===== src/rtl/instr_fetch_memory.sv =====
// -----------------------------------------------------------------------------
// instr_fetch_memory
//
// Clocked instruction memory for the processor front end. The fetch stage
// presents byte addresses on a valid/ready request channel and receives the
// instruction word from a one-entry response register on the following cycle.
// A programming port loads the program image. Misaligned and out-of-range
// fetches return NOP_VALUE with a fault code, and are counted.
//
// Ports
//   clk          rising-edge clock
//   reset        synchronous, active-high
//   prog_we      programming write enable (blocks fetch acceptance)
//   prog_addr    byte address of the word to write
//   prog_data    word to write
//   prog_err     one-cycle pulse: previous programming write was dropped
//   req_valid    fetch request valid
//   req_ready    fetch request can be accepted this cycle (combinational)
//   req_addr     fetch byte address
//   resp_valid   response register holds a response
//   resp_ready   consumer takes the response at this edge
//   resp_instr   fetched word, NOP_VALUE when faulted
//   resp_fault   {out_of_range, misaligned}
//   fetch_count  accepted fetches, wrapping
//   fault_count  faulted fetches, saturating at all ones
// -----------------------------------------------------------------------------
module instr_fetch_memory #(
  parameter int                    DATA_WIDTH = 32,
  parameter int                    ADDR_WIDTH = 32,
  parameter int                    DEPTH      = 64,
  parameter logic [DATA_WIDTH-1:0] NOP_VALUE  = '0,
  parameter int                    CNT_WIDTH  = 16
) (
  input  logic                  clk,
  input  logic                  reset,
  input  logic                  prog_we,
  input  logic [ADDR_WIDTH-1:0] prog_addr,
  input  logic [DATA_WIDTH-1:0] prog_data,
  output logic                  prog_err,
  input  logic                  req_valid,
  output logic                  req_ready,
  input  logic [ADDR_WIDTH-1:0] req_addr,
  output logic                  resp_valid,
  input  logic                  resp_ready,
  output logic [DATA_WIDTH-1:0] resp_instr,
  output logic [1:0]            resp_fault,
  output logic [CNT_WIDTH-1:0]  fetch_count,
  output logic [CNT_WIDTH-1:0]  fault_count
);

  localparam int BYTES = DATA_WIDTH / 8;
  localparam int OFF_W = (BYTES > 1) ? $clog2(BYTES) : 0;
  localparam int IDX_W = (DEPTH > 1) ? $clog2(DEPTH) : 1;

  localparam logic [ADDR_WIDTH-1:0] OFF_MASK = ADDR_WIDTH'(BYTES - 1);
  localparam logic [ADDR_WIDTH-1:0] DEPTH_A  = ADDR_WIDTH'(DEPTH);
  localparam logic [CNT_WIDTH-1:0]  CNT_MAX  = '1;

  typedef enum logic {
    EMPTY = 1'b0,
    FULL  = 1'b1
  } buf_state_t;

  buf_state_t state, state_next;

  logic [DATA_WIDTH-1:0] mem [DEPTH];

  // ---------------------------------------------------------------------------
  // Address decode. The word index is kept at full address width so the range
  // check sees every upper bit; only the low bits address the array, and an
  // out-of-range index never reaches the response register.
  // ---------------------------------------------------------------------------
  logic [ADDR_WIDTH-1:0] req_idx;
  logic [ADDR_WIDTH-1:0] prog_idx;
  logic                  req_misaligned;
  logic                  req_out_of_range;
  logic                  prog_bad;
  logic [1:0]            req_fault;
  logic                  accept;

  assign req_idx          = req_addr >> OFF_W;
  assign prog_idx         = prog_addr >> OFF_W;
  assign req_misaligned   = |(req_addr & OFF_MASK);
  assign req_out_of_range = (req_idx >= DEPTH_A);
  assign prog_bad         = (|(prog_addr & OFF_MASK)) || (prog_idx >= DEPTH_A);
  assign req_fault        = {req_out_of_range, req_misaligned};

  // A programming write owns the cycle, so a fetch never races a write.
  assign resp_valid = (state == FULL);
  assign req_ready  = !prog_we && (!resp_valid || resp_ready);
  assign accept     = req_valid && req_ready;

  // ---------------------------------------------------------------------------
  // Program memory
  // ---------------------------------------------------------------------------
  // NOTE: the array is deliberately left out of reset; a reset-clearable array
  // cannot map onto block RAM, and the program image must survive a reset.
  always_ff @(posedge clk) begin
    if (!reset && prog_we && !prog_bad) begin
      mem[prog_idx[IDX_W-1:0]] <= prog_data;
    end
  end

  // ---------------------------------------------------------------------------
  // Response buffer state
  // ---------------------------------------------------------------------------
  // NOTE: state and registers use non-blocking assignment so every flop samples
  // pre-edge values regardless of process ordering.
  always_ff @(posedge clk) begin
    if (reset) begin
      state <= EMPTY;
    end else begin
      state <= state_next;
    end
  end

  // NOTE: state_next is defaulted before the case so no path leaves it
  // unassigned, which would otherwise infer a latch.
  always_comb begin
    state_next = state;
    unique case (state)
      EMPTY: begin
        if (accept) state_next = FULL;
      end
      FULL: begin
        // A new acceptance while full implies resp_ready, so the old entry
        // leaves at the same edge the new one arrives.
        if (accept)          state_next = FULL;
        else if (resp_ready) state_next = EMPTY;
      end
      default: state_next = EMPTY;
    endcase
  end

  // ---------------------------------------------------------------------------
  // Response register, programming error pulse and counters. The response
  // register only loads on acceptance, which cannot happen during a stall, so
  // the outputs hold for as long as resp_ready stays low.
  // ---------------------------------------------------------------------------
  always_ff @(posedge clk) begin
    if (reset) begin
      resp_instr  <= NOP_VALUE;
      resp_fault  <= 2'b00;
      prog_err    <= 1'b0;
      fetch_count <= '0;
      fault_count <= '0;
    end else begin
      prog_err <= prog_we && prog_bad;
      if (accept) begin
        resp_fault  <= req_fault;
        resp_instr  <= (req_fault == 2'b00) ? mem[req_idx[IDX_W-1:0]] : NOP_VALUE;
        fetch_count <= fetch_count + CNT_WIDTH'(1);
        if ((req_fault != 2'b00) && (fault_count != CNT_MAX)) begin
          fault_count <= fault_count + CNT_WIDTH'(1);
        end
      end
    end
  end

endmodule


===== config.mk =====
export PLATFORM = sky130hd
export DESIGN_NAME = instr_fetch_memory
export DESIGN_NICKNAME = d
export VERILOG_FILES = /design/src/rtl/instr_fetch_memory.sv
export SDC_FILE = /design/constraint.sdc
export NUM_CORES = 2
export LEC_CHECK = 0
export CORE_UTILIZATION = 50
export DETAILED_ROUTE_END_ITERATION = 7
export GPL_TIMING_DRIVEN = 0
export PLACE_DENSITY = 0.68
export REMOVE_ABC_BUFFERS = 1
export SLEW_MARGIN = 20
export SYNTH_ARGS = -nofsm -noshare
export SYNTH_HDL_FRONTEND = slang
export SYNTH_SLANG_ARGS = --single-unit

===== constraint.sdc =====
create_clock -name clk -period 9.4 [get_ports clk]
set_input_delay 1.88 -clock clk [delete_from_list [all_inputs] [get_ports clk]]
set_output_delay 1.88 -clock clk [all_outputs]
set_load 0.02 [all_outputs]

======== Word level (Yosys, flattened, before mapping) ========
Memory sizes are Yosys's and may differ from the RTL's.
Cells that the tools add are included.
storage, ports and cells
  flip-flop bits (word level) ............. 68
  bits in writable memories ............... 2048
  memories kept ........................... 1
operators by class
  add/sub/neg operators ................... 2
  $lt $le $gt $ge ......................... 2
  equal/unequal tests ..................... 1
  mux-type cells .......................... 7
  bitwise logic cells ..................... 1
  reductions and logical operators ........ 17
memories
  name  words  width  read ports  clocked after memory_dff  write ports  RTL line  RTL
  mem   64     32     1           0                         1            66        logic [DATA_WIDTH-1:0] mem [DEPTH];
operators with widths
  kind                                                  count
  >= comparator 30 x 7 -> 1 bit, second input constant  2
  adder 16 x 1 -> 16 bit, second input constant         2
  2-to-1 mux 32 bit                                     1
  != test 16 bit, second input constant                 1
  logical AND 1 bit                                     6
  2-to-1 mux 1 bit                                      5
  logical NOT 1 bit                                     4
  OR reduction 2 bit                                    2
  logical NOT 2 bit                                     1
  logical OR 1 bit                                      2
  case mux 1 bit (2 select lines)                       1
  AND reduction 2 bit                                   1
  nonzero test 2 bit                                    1
  NOT 1 bit                                             1

======== Depth between registers and ports, before layout ========
  depth in word-level cells ............... 6
  gate-level depth with buffers ........... 11
  gate-level depth less buffers ........... 6

======== Least setup slack after synthesis ========
Ideal clock, no wire load.
  path type ............................... input to register
  start ................................... input port prog_addr[1]
  end ..................................... memory mem[30][0], enable pin
  library setup time ...................... 0.421 ns
  arrival ................................. 4.306 ns
  data required time ...................... 8.979 ns
  path slack .............................. 4.672 ns
  cell stages on the path ................. 5
  buffers on the path ..................... 0
  cell sequence ........................... nor4_1 nand4_1 nor3_1 nand4_1 nor2_1
on the way
  longest elaborated chain between the ends .. 6
RTL lines
  item                                    RTL line  RTL
  start: declaration                      37        input logic [ADDR_WIDTH-1:0] prog_addr,
  OR reduction 2 bit                      85        assign prog_bad = (|(prog_addr & OFF_MASK)) || (prog_idx >= DEPTH_A);
  logical OR 1 bit                        85
  logical NOT 1 bit                       99        if (!reset && prog_we && !prog_bad) begin
  logical AND 1 bit                       99
  2-to-1 mux 1 bit                        99
  2-to-1 mux 1 bit (implied by the code)  100       mem[prog_idx[IDX_W-1:0]] <= prog_data;
  end: declaration                        66
Every way passes these cells.

======== Worst setup path after layout ========
  start ................................... input port prog_addr[14]
  end ..................................... memory mem[38][14], enable pin
on the way
  longest elaborated chain between the ends .. 6
RTL lines
  item                                    RTL line
  >= comparator 30 x 7 -> 1 bit           85
  logical OR 1 bit                        85
  logical NOT 1 bit                       99
  logical AND 1 bit                       99
  2-to-1 mux 1 bit                        99
  2-to-1 mux 1 bit (implied by the code)  100
Every way passes these cells.

==> results.md <==
Clocking:
- The maximum count of clock buffers along a single path is 3.
- The number of clock sinks is 2116.
- The register clock-pin slew on the reported worst setup and hold paths is 0.06 ns.
- The TritonCTS buffer count is 196.
- The post-CTS setup buffer count is 0.
- In this run the number of H-tree levels came out at 4.
- In this run, post-CTS repair resized a total of 0 instances.
- The number of hold buffers added after CTS was 0.
- TritonCTS built the clock tree.
- The cell at the root of the clock tree is sky130_fd_sc_hd__clkbuf_16.
- Clock latency on the worst-skew pair, taken at its later pin, is 0.84 ns.

Critical path:
- The category of cells accounting for the largest share of critical-path delay is simple AND/OR/NAND/NOR gates.
- The maximum fanout along the worst path is 17.
- The launch point of the critical path is prog_addr[14].
- The startpoint-to-endpoint class of the critical path is input port to register.
- STA classifies the critical path startpoint as an input port.
- The setup check on the worst reg-to-reg path leaves a slack of 6.16 ns.
- The largest incremental delay on the critical path is 1.05 ns.
- The critical path ends at mem[38][14].
- The most frequent cell on the critical path is sky130_fd_sc_hd__nand4_1.
- In this run the critical register-to-register path is launched from resp_valid.
- STA classifies the critical path endpoint as a register.
- The worst reg-to-reg path cell count is 6.
- The data required time at the worst endpoint is 9.91 ns.
- The critical path runs through a total of 7 cells.
- For the worst setup path, the data arrival time is 5.76 ns.
- The capture point of the worst reg-to-reg path is resp_instr[21].
- Traced cell by cell, the critical path runs through clkdlybuf4s50_1 > nor4_1 > nand4_1 > nor3_2 > nand4_1 > nor2_4 > buf_12.
- The slowest stage of the critical path belongs to the cell sky130_fd_sc_hd__nor2_4.
- Together, buffers and inverters on the worst path number 2.

Power:
- The share of total power dissipated in combinational logic is 0.047.
- Cell internal power was estimated by the tool at 15.3 mW.
- The clock network power share is 0.419.
- The maximum VDD drop is 0.000168 V.
- Of the total power, the share spent switching nets is 0.206.
- The sequential cell fraction of total power is 0.535.
- In this run the power density over the cells is 203 nW/µm².
- Summed over all nets, the switching power comes to 3.98 mW.
- The leakage dissipation is 29.7 nW.
- The final total power is 19.3 mW.

Timing:
- The worst max-slew margin expressed relative to the limit is 0.113.
- Based on the critical path, the design can be clocked at up to 0.191 GHz.
- Setup repair after global routing left no endpoint under its margin.
- The slew at the pin closest to its max-slew limit is 1.33 ns.
- After layout, the worst setup slack is 4.16 ns.
- The total negative slack is 0 ns.
- The post-route minimum period is 5.24 ns.
- The number of max-slew violations in the final report was 0.
- The final clock period utilization by the worst path is 0.558.
- The final-report hold violation count is 0.
- Between clock sinks in the finished design, the worst skew comes to 0.0254 ns.
- The setup violation total in the final timing report is 0.

Final layout:
- The most common cell after layout, fill and taps aside is sky130_fd_sc_hd__edfxtp_1.
- The layout overhead on the synthesized area is 16.6%.
- The filler cells instantiated in the layout total 11200.
- The number of nets in the finished design is 4199.
- The library cells used most frequently in the layout, excluding fill and tap cells, are sky130_fd_sc_hd__edfxtp_1, sky130_fd_sc_hd__mux4_2, sky130_fd_sc_hd__clkbuf_16.
- The share of layout cells above drive strength 1 is 0.248.
- At the end of the flow the core is filled with cells to 0.590.

Die:
- The starting utilization of the core area is 0.506.
- The die footprint is 165000 µm².
- The placement row count is 147.
- The die outline height is 406 µm.
- The total area inside the core boundary comes to 161000 µm².
- During I/O placement, the number of pins put on the boundary was 170.
- The die is 406 µm wide.

Global routing:
- Across every metal layer, demand over resource in global routing totals 0.259.
- The wire length of the first global-routing pass is 297 mm.
- In the global route stage, met2 resource usage came out at 0.404.
- The number of global-route vias before repair is 40000.
- The initial antenna violation count came to 19.
- Entering global routing, the biggest net connects 79 pins.
- For met3 alone, demand over resource in global routing was 0.0640.
- For this run, global-route usage on met1 was measured as 0.355.
- The layer with the highest usage after global routing is met2.
- For this run the aggregate overflow at the end of global routing stands at 0.

Place:
- The count of port buffers added during placement is 169.
- The worst setup slack after placement is 2.94 ns.
- At the end of routability-driven placement, the weighted congestion stood at 0.890.
- The placed wire-length estimate after detailed placement is 131 mm.

Logic synthesis:
- The total number of yosys warnings is 0.
- The main flop type after synthesis is sky130_fd_sc_hd__edfxtp_1.
- The register bit total from synthesis is 2116.
- The synthesized area per cell is 21.6 µm².
- Counting every instance in the synthesized netlist gives 3778.
- The sequential share of the synthesized area is 0.771.
- The cell area that synthesis handed to floorplanning was 81500 µm².
- The post-synthesis cell type count is 73.
- Counting flops with an async set or reset pin after synthesis yields a share of 0.
- The number of synthesized flops with an enable pin is 2048.

Drt:
- Summed over all layers, the routed wires come to 211 mm.
- The antenna violation net count after detailed routing is 0.
- Dividing the detail-routed wire length by the instance count gives 32.9 µm.
- The total vias in the final route is 40700.
- In the routed design, unresolved DRC markers number 2.
- The detailed-routing iteration count for the pre-antenna-repair pass is 8.
- The average via count per standard cell is 6.33.
- After the first detailed-routing iteration, the DRC count stood at 5552.

Outcome:
- The final reports fail on DRC.
- The run finished, with violations left.

Flow run:
- Across the run, the number of max-cap violations was 0.

Min path:
- The class of the most critical hold timing path is register to register.
metrics by stage:
stage / std cells / hold WS, ns / instance area, µm²
floorplan: 3579 / 0.524 / 80200
global placement: 5908 / 0.435 / 84600
detailed placement: 6057 / 0.442 / 88400
CTS: 6427 / 0.455 / 95000
global route: 6429 / 0.474 / 95000
finish: 6430 / 0.449 / 95000
metal layers:
layer / vias to the layer above / share of wire / routed length (µm)
met3: 355 / 0.11 / 22400
met2: 2302 / 0.47 / 100000
met1: 21500 / 0.38 / 80100
met5: - / 0.00078 / 165
li1: 16600 / - / -
met4: 24 / 0.040 / 8530
synth_stat cells (6+ instances only):
| master | count | share of area |
|---|---|---|
| sky130_fd_sc_hd__a2111oi_0 | 10 | 0.0011 |
| sky130_fd_sc_hd__a211oi_1 | 17 | 0.0016 |
| sky130_fd_sc_hd__a21oi_1 | 36 | 0.0022 |
| sky130_fd_sc_hd__a221oi_1 | 21 | 0.0023 |
| sky130_fd_sc_hd__a22oi_1 | 61 | 0.0056 |
| sky130_fd_sc_hd__a31oi_1 | 7 | 0.00054 |
| sky130_fd_sc_hd__a32o_1 | 7 | 0.00086 |
| sky130_fd_sc_hd__and2_1 | 6 | 0.00046 |
| sky130_fd_sc_hd__and3_1 | 14 | 0.0011 |
| sky130_fd_sc_hd__buf_2 | 57 | 0.0035 |
| sky130_fd_sc_hd__buf_4 | 43 | 0.0040 |
| sky130_fd_sc_hd__buf_6 | 28 | 0.0039 |
| sky130_fd_sc_hd__clkbuf_1 | 55 | 0.0025 |
| sky130_fd_sc_hd__dfxtp_1 | 68 | 0.017 |
| sky130_fd_sc_hd__edfxtp_1 | 2048 | 0.75 |
| sky130_fd_sc_hd__mux2i_1 | 149 | 0.018 |
| sky130_fd_sc_hd__mux4_1 | 12 | 0.0039 |
| sky130_fd_sc_hd__mux4_2 | 481 | 0.13 |
| sky130_fd_sc_hd__nand2_1 | 171 | 0.0079 |
| sky130_fd_sc_hd__nand2b_1 | 11 | 0.00084 |
| sky130_fd_sc_hd__nand3_1 | 76 | 0.0047 |
| sky130_fd_sc_hd__nand4_1 | 34 | 0.0026 |
| sky130_fd_sc_hd__nor2_1 | 134 | 0.0062 |
| sky130_fd_sc_hd__nor2b_1 | 15 | 0.0012 |
| sky130_fd_sc_hd__nor3_1 | 13 | 0.00080 |
| sky130_fd_sc_hd__nor4_1 | 11 | 0.00084 |
| sky130_fd_sc_hd__o21ai_0 | 33 | 0.0020 |
| sky130_fd_sc_hd__o221ai_1 | 6 | 0.00064 |
| sky130_fd_sc_hd__o22ai_1 | 24 | 0.0018 |
| sky130_fd_sc_hd__xnor2_1 | 9 | 0.00097 |
| sky130_fd_sc_hd__xor2_1 | 19 | 0.0020 |
layout make-up:
type	count	area, µm²	area share
inverters	5	28.8	0.000303
well taps	2160	2700	0.0285
repair buffers	319	4960	0.0522
multi-input cells	1458	17900	0.188
clock buffers	258	5320	0.0561
clock inverters	112	1220	0.0129
flip-flops and latches	2116	62900	0.662
diodes	2	5.00	0.0000527
worst min-delay path by stage:
stage                     slack (ns)             end  cells after the start      startpoint
final                           0.45   resp_instr[4]                      2   resp_instr[4]
after global routing            0.47   resp_instr[4]                      2   resp_instr[4]
after CTS                       0.46   resp_instr[4]                      2   resp_instr[4]
after detailed placement        0.44   resp_instr[4]                      2   resp_instr[4]
after global placement          0.43   resp_instr[2]                      1   resp_instr[2]
after floorplan                 0.52  resp_instr[17]                      2  resp_instr[17]
worst reg2reg max path: stages, from the launching register on:
cell                       delay (ns)
sky130_fd_sc_hd__dfxtp_1         0.32
sky130_fd_sc_hd__nand2b_1        0.15
sky130_fd_sc_hd__nand2_1         0.73
sky130_fd_sc_hd__nand2_1         0.75
sky130_fd_sc_hd__nand3_1         0.14
sky130_fd_sc_hd__a211oi_1        0.85
sky130_fd_sc_hd__a211oi_1        0.14
power by group through the flow:
stage,registers (mW),clock network (mW),logic (mW)
4_1_cts,10.3,8.16,0.896
3_5_place_dp,10.5,0,0.894
6_report,10.3,8.09,0.900
3_3_place_gp,10.6,0,1.52
5_1_grt,10.3,8.50,0.940
2_1_floorplan,10.5,0,0.333
flip-flops by register name, summed over array words and instances (netlist names):
signal	flops
resp_valid	1
fault_count	16
fetch_count	16
prog_err	1
resp_fault	2
resp_instr	32
mem	2048
cells by family (layout without fill, tap and decap cells):
| family | Yosys count | after routing | share of synthesized area |
|---|---|---|---|
| other | 0 | 2 | 0 |
| buffers and inverters | 204 | 694 | 0.0164 |
| flip-flops | 2116 | 2116 | 0.771 |
| multiplexers | 646 | 646 | 0.156 |
| XOR/XNOR | 28 | 28 | 0.00301 |
| AND/OR/NAND/NOR | 520 | 520 | 0.0303 |
| AO/OA/AOI/OAI | 262 | 262 | 0.0229 |
| adder cells (fa/ha/maj) | 2 | 2 | 0.000307 |
(Power assumes the default switching activity.)
